$ cat config.mk
export PLATFORM = sky130hd
export DESIGN_NAME = mov_pipe_flat
export DESIGN_NICKNAME = d
export VERILOG_FILES = /design/src/rtl/mov_pipe_pkg.sv /design/src/rtl/mov_pipe_if.sv /design/src/rtl/mov_pipe_fifo.sv /design/src/rtl/mov_pipe.sv /design/src/flat_wrapper.sv
export SDC_FILE = /design/constraint.sdc
export NUM_CORES = 1
export LEC_CHECK = 0
export BUFFER_PORTS_ARGS = -buffer_cell sky130_fd_sc_hd__buf_4
export CAP_MARGIN = 10
export CORE_ASPECT_RATIO = 1.2
export CORE_UTILIZATION = 25
export DETAILED_ROUTE_END_ITERATION = 7
export PLACE_DENSITY = 0.51
export SLEW_MARGIN = 20
export SYNTH_ARGS = -nofsm -noshare
export SYNTH_HDL_FRONTEND = slang
export SYNTH_SLANG_ARGS = --single-unit
$ cat constraint.sdc
create_clock -name clk -period 2.8 [get_ports clk]
set_input_delay 0.14 -clock clk [delete_from_list [all_inputs] [get_ports clk]]
set_output_delay 0.14 -clock clk [all_outputs]
set_load 0.1 [all_outputs]
$ cat src/rtl/mov_pipe_pkg.sv
// rtl/mov_pipe_pkg.sv - move opcodes, flag width and the shared move result function
package mov_pkg;

    typedef enum logic [1:0] {
        MOV_OP_MOV  = 2'b00,
        MOV_OP_MVN  = 2'b01,
        MOV_OP_MOVZ = 2'b10,
        MOV_OP_MOVS = 2'b11
    } mov_op_e;

    localparam int MOV_FLAG_W = 2;
    localparam int MOV_MAX_W  = 64;

    // Bit-serial form so a single function serves any WIDTH/EXT_W up to MOV_MAX_W.
    function automatic logic [MOV_MAX_W-1:0] mov_calc(input mov_op_e op,
                                                      input logic [MOV_MAX_W-1:0] a,
                                                      input int width,
                                                      input int ext_w);
        logic [MOV_MAX_W-1:0] r;
        logic                 sgn;
        r   = '0;
        sgn = a[ext_w-1];
        for (int i = 0; i < MOV_MAX_W; i++) begin
            if (i < width) begin
                case (op)
                    MOV_OP_MOV:  r[i] = a[i];
                    MOV_OP_MVN:  r[i] = ~a[i];
                    MOV_OP_MOVZ: r[i] = (i < ext_w) ? a[i] : 1'b0;
                    MOV_OP_MOVS: r[i] = (i < ext_w) ? a[i] : sgn;
                    default:     r[i] = 1'b0;
                endcase
            end
        end
        return r;
    endfunction

endpackage

$ cat src/rtl/mov_pipe_if.sv
// rtl/mov_pipe_if.sv - operand/result handshake bundle; out_flags exists only with MOV_FLAGS_EN
interface mov_pipe_if
    import mov_pkg::*;
#(
    parameter int WIDTH = 32,
    parameter int DEPTH = 2
);
    logic                         in_valid;
    logic                         in_ready;
    mov_op_e                      in_op;
    logic [WIDTH-1:0]             in_a;
    logic                         out_valid;
    logic                         out_ready;
    logic [WIDTH-1:0]             out_data;
    logic [$clog2(DEPTH+1)-1:0]   count;
`ifdef MOV_FLAGS_EN
    logic [MOV_FLAG_W-1:0]        out_flags;
`endif

    modport master (
        output in_valid, in_op, in_a, out_ready,
        input  in_ready, out_valid, out_data, count
`ifdef MOV_FLAGS_EN
        , input out_flags
`endif
    );

    modport slave (
        input  in_valid, in_op, in_a, out_ready,
        output in_ready, out_valid, out_data, count
`ifdef MOV_FLAGS_EN
        , output out_flags
`endif
    );

endinterface

$ cat src/rtl/mov_pipe_fifo.sv
// rtl/mov_pipe_fifo.sv - generic synchronous FIFO with zeroed head when empty
module mov_fifo #(
    parameter int W     = 32,
    parameter int DEPTH = 2
) (
    input  logic                       clk,
    input  logic                       rst_n,
    input  logic                       push,
    input  logic                       pop,
    input  logic [W-1:0]               data_in,
    output logic                       full,
    output logic                       empty,
    output logic [$clog2(DEPTH+1)-1:0] count,
    output logic [W-1:0]               head
);
    localparam int AW = $clog2(DEPTH);
    localparam int CW = $clog2(DEPTH+1);

    logic [W-1:0]  mem [DEPTH];
    logic [AW-1:0] wptr;
    logic [AW-1:0] rptr;
    logic [CW-1:0] cnt;
    logic          do_push;
    logic          do_pop;

    assign full    = (cnt == CW'(DEPTH));
    assign empty   = (cnt == '0);
    assign do_pop  = pop & ~empty;
    // A push into a full FIFO is legal only when the head leaves in the same cycle.
    assign do_push = push & (~full | do_pop);
    assign count   = cnt;
    assign head    = empty ? '0 : mem[rptr];

    always_ff @(posedge clk or negedge rst_n) begin
        if (!rst_n) begin
            wptr <= '0;
            rptr <= '0;
            cnt  <= '0;
        end else begin
            if (do_push) wptr <= wptr + 1'b1;
            if (do_pop)  rptr <= rptr + 1'b1;
            if (do_push && !do_pop)      cnt <= cnt + 1'b1;
            else if (do_pop && !do_push) cnt <= cnt - 1'b1;
        end
    end

    always_ff @(posedge clk) begin
        if (do_push) mem[wptr] <= data_in;
    end

endmodule

$ cat src/rtl/mov_pipe.sv
// rtl/mov_pipe.sv - registered MOV/MVN/MOVZ/MOVS unit with result FIFO; MOV_FLAGS_EN adds {N,Z} flags
module mov_pipe
    import mov_pkg::*;
#(
    parameter int WIDTH = 32,
    parameter int DEPTH = 2,
    parameter int EXT_W = 16
) (
    input  logic    clk,
    input  logic    rst_n,
    mov_pipe_if.slave bus
);
`ifdef MOV_FLAGS_EN
    localparam int FW = WIDTH + MOV_FLAG_W;
`else
    localparam int FW = WIDTH;
`endif

    logic [MOV_MAX_W-1:0] a_ext;
    logic [MOV_MAX_W-1:0] calc_full;
    logic [WIDTH-1:0]     result;
    logic [FW-1:0]        entry;
    logic [FW-1:0]        head;
    logic                 full;
    logic                 empty;
    logic                 push;
    logic                 pop;

    always_comb begin
        a_ext             = '0;
        a_ext[WIDTH-1:0]  = bus.in_a;
    end

    assign calc_full = mov_calc(bus.in_op, a_ext, WIDTH, EXT_W);
    assign result    = calc_full[WIDTH-1:0];

    generate
        if (WIDTH < MOV_MAX_W) begin : g_unused_hi
            logic unused_hi;
            assign unused_hi = ^calc_full[MOV_MAX_W-1:WIDTH];
        end
    endgenerate

`ifdef MOV_FLAGS_EN
    assign entry         = {result[WIDTH-1], (result == '0), result};
    assign bus.out_flags = head[FW-1:WIDTH];
`else
    assign entry         = result;
`endif

    assign bus.in_ready  = ~full | bus.out_ready;
    assign bus.out_valid = ~empty;
    assign bus.out_data  = head[WIDTH-1:0];
    assign push          = bus.in_valid & bus.in_ready;
    assign pop           = ~empty & bus.out_ready;

    mov_fifo #(
        .W     (FW),
        .DEPTH (DEPTH)
    ) u_fifo (
        .clk     (clk),
        .rst_n   (rst_n),
        .push    (push),
        .pop     (pop),
        .data_in (entry),
        .full    (full),
        .empty   (empty),
        .count   (bus.count),
        .head    (head)
    );

endmodule

$ cat src/flat_wrapper.sv
// flat-port wrapper written by rule: the top's interface ports become plain ports
module mov_pipe_flat import mov_pkg::*;
#(
    parameter int WIDTH = 32,
    parameter int DEPTH = 2,
    parameter int EXT_W = 16
)
  (clk, rst_n, bus_in_valid, bus_in_op, bus_in_a, bus_out_ready, bus_in_ready, bus_out_valid, bus_out_data, bus_count);
  mov_pipe_if #(.WIDTH(WIDTH), .DEPTH(DEPTH)) bus_i ();
  input  logic clk;
  input  logic rst_n;
  input wire logic [$bits(bus_i.in_valid)-1:0] bus_in_valid;
  input wire logic [$bits(bus_i.in_op)-1:0] bus_in_op;
  input wire logic [$bits(bus_i.in_a)-1:0] bus_in_a;
  input wire logic [$bits(bus_i.out_ready)-1:0] bus_out_ready;
  output wire logic [$bits(bus_i.in_ready)-1:0] bus_in_ready;
  output wire logic [$bits(bus_i.out_valid)-1:0] bus_out_valid;
  output wire logic [$bits(bus_i.out_data)-1:0] bus_out_data;
  output wire logic [$bits(bus_i.count)-1:0] bus_count;
  assign bus_i.in_valid = bus_in_valid;
  assign bus_i.in_op = bus_in_op;
  assign bus_i.in_a = bus_in_a;
  assign bus_i.out_ready = bus_out_ready;
  assign bus_in_ready = bus_i.in_ready;
  assign bus_out_valid = bus_i.out_valid;
  assign bus_out_data = bus_i.out_data;
  assign bus_count = bus_i.count;
  mov_pipe #(.WIDTH(WIDTH), .DEPTH(DEPTH), .EXT_W(EXT_W)) u_core (.clk(clk), .rst_n(rst_n), .bus(bus_i));
endmodule
==> results.cfg <==
[sta]
max_slew_margin_pct = 48.0
finalHoldViolCount = 0
rsz0062_at_grt = no
finalCriticalPeriod_ns = 2.03
setup_viol = 0
period_share_pct = 72.7
fin_worst_skew_ns = 0.00685
fin_tns_setup_ns = 0
tightest_slew_ns = 0.780
fmax_mhz = 491
report.final.slew_viol_count = 0

[global_route]
antenna_found_initial = 0
grt_max_degree = 33
track_usage_pct = 11.2
grt_pass1_vias = 2012
grt_pass1_wl_microns = 10100
grt_remaining_overflow = 0

[floorplan]
start_util_pct = 26.0
core_area_sq_mm = 0.0117
die_y_microns = 123
die_w_microns = 103
fp.dieArea_sq_mm = 0.0126
num_rows = 43
ios = 74

[cts]
cts_resized = 0
cts_buffers = 9
insertion_delay_ns = 0.32
cts_tree = built
cts_buffer_depth = 2
clock_sinks = 68
clk_pin_slew_ns = 0.05
htreeDepth = 3
cts-root-buf = clkbuf_16

[min_path]
hold_path.class = in -> reg

[yosys]
ys_types = 20
synth-simple-area-share_pct = 5.69
syn_area_sq_mm = 0.00303
synth_top_family_by_area = multiplexers
synth_nets = 252
synth_cells = 213
synth_xor_area_share_pct = 6.06
synth-seq-cells = 68
ys_warn_count = 0
ys_seq_area_share_pct = 66.6
synth.avg_cell_area_sq_um = 14.2
synthAdderAreaFrac_pct = 0.412
muxShareOfSynthArea_pct = 10.6
synth_area_leaders = edfxtp_1 (63%), mux2i_1 (11%), xnor2_1 (5.5%), a22o_1 (4.6%), nor2_1 (4.3%)
synth-compound-area-share_pct = 7.26
synth_top_area_share_pct = 63.3
synth_top_cell_by_area = edfxtp_1

[detailed_routing]
vias = 1892
wl_per_cell_microns = 14.3
drt_iter0_markers = 79
viasPerCell = 4.22
route.detailed.drc = 0
wirelength_microns = 6420
drtPass1Iterations = 6
antenna_left = 0

[worst_setup_path]
crit_fanout = 18
cp-end-kind = primary output
critPathRequiredTime_ns = 2.66
path_class = reg -> out
crit_arrival_ns = 1.89
start_kind = flop

[final_layout]
drive_above_1_share_pct = 33.3
fin_nets = 327
n_antenna_cell = 0
nFillCells = 1163
syn2layout_area_growth_pct = 32.5

[placement]
dp_hpwl_microns = 4400
port_buffers = 73
gp_congestion = 0.710

[status]
outcome = finished, final reports clean

[flow_run]
cap_violations = 0
[metrics by stage]
step / cell area, sq um / util [%] / std cells / hold WS, ns / worst slack (ns)
after floorplan: 3040 / - / 213 / -0.156 / 0.0134
after global placement: 3740 / 32.0 / 433 / -0.0586 / 0.959
after detailed placement: 3740 / 32.0 / 433 / -0.0553 / 0.903
after CTS: 4020 / 34.4 / 448 / 0.130 / 0.714
after global routing: 4020 / 34.4 / 448 / 0.139 / 0.653
final: 4020 / 34.4 / 448 / 0.140 / 0.765
[layer usage]
layer	track usage (%)	wire, microns	up-vias
met2	19.0	3180	62
met4	4.38	110	0
met3	3.76	347	8
met1	12.9	2780	891
met5	0	0	-
li1	-	-	931
[synth_stat cells]
| library cell | count |
|---|---|
| a22o_1 | 16 |
| and3_1 | 1 |
| buf_2 | 7 |
| buf_4 | 4 |
| buf_6 | 2 |
| clkbuf_1 | 2 |
| dfrtp_1 | 4 |
| edfxtp_1 | 64 |
| ha_1 | 1 |
| inv_1 | 2 |
| mux2i_1 | 32 |
| nand2_1 | 2 |
| nand2_2 | 1 |
| nand2b_1 | 1 |
| nor2_1 | 35 |
| nor2_2 | 1 |
| o21ai_0 | 16 |
| or3b_1 | 1 |
| xnor2_1 | 19 |
| xor2_1 | 2 |
[critical path, stage by stage (launching register included)]
cell and delay (ns):
dfrtp_2 0.70, buf_4 0.30, mux2i_1 0.26, nor2_1 0.06, buf_4 0.24
[area by class of cell]
cell class                 instances  area (sq um)  area share [%]
multi-input combinational        128           926            23.0
tap                              157           196            4.88
inverter                           2          7.51           0.187
sequential                        68          2020            50.3
clock buffer                      10           229            5.69
clock inverter                     4          42.5            1.06
timing repair buffer              79           596            14.8
[final timing paths]
path,from,to,slack (ns),cells past startpoint
worst min register to register,u_core.u_fifo.wptr,u_core.u_fifo.wptr,0.55,1
worst max register to register,u_core.u_fifo.count[1],u_core.u_fifo.mem[0][16],0.95,4
max in group asynchronous,rst_n,u_core.u_fifo.count[0],2.53,2
worst min-delay path,bus_in_a[7],u_core.u_fifo.mem[1][7],0.14,2
min in group asynchronous,rst_n,u_core.u_fifo.wptr,0.15,2
worst max-delay path,u_core.u_fifo.rptr,bus_out_data[24],0.77,4
[layout by cell type (no fill, tap or decap), types with 2 or more instances in the layout]
cell,count
o21ai_0,16
nor2_4,2
buf_4,78
a22o_1,16
dfrtp_2,2
clkinv_1,2
dfrtp_1,2
nor2_1,33
clkbuf_16,9
inv_1,2
xnor2_1,19
xor2_1,2
edfxtp_1,64
nand2_1,2
mux2i_1,32
[what timing repair did]
action                     in CTS  in global routing
hold buffers                    1                  0
hold endpoints to repair        4                  0
setup endpoints to repair       0                  0
setup buffers                   0                  0
[cell families (layout without fill, tap and decap cells)]
kind of cell	after synthesis	count (layout)
multiplexers	32	32
AO/OA/AOI/OAI	32	32
adder cells (fa/ha/maj)	1	1
AND/OR/NAND/NOR	42	42
buffers and inverters	17	95
flip-flops	68	68
XOR/XNOR	21	21
[sequential cells by signal, summed over array words and instances (netlist names)]
name and flops:
u_core.u_fifo.mem 64, u_core.u_fifo.count 2, u_core.u_fifo.rptr 1, u_core.u_fifo.wptr 1
Power is not shown: default switching activity piles up to over one toggle a cycle in this logic, so the estimate is an artifact.
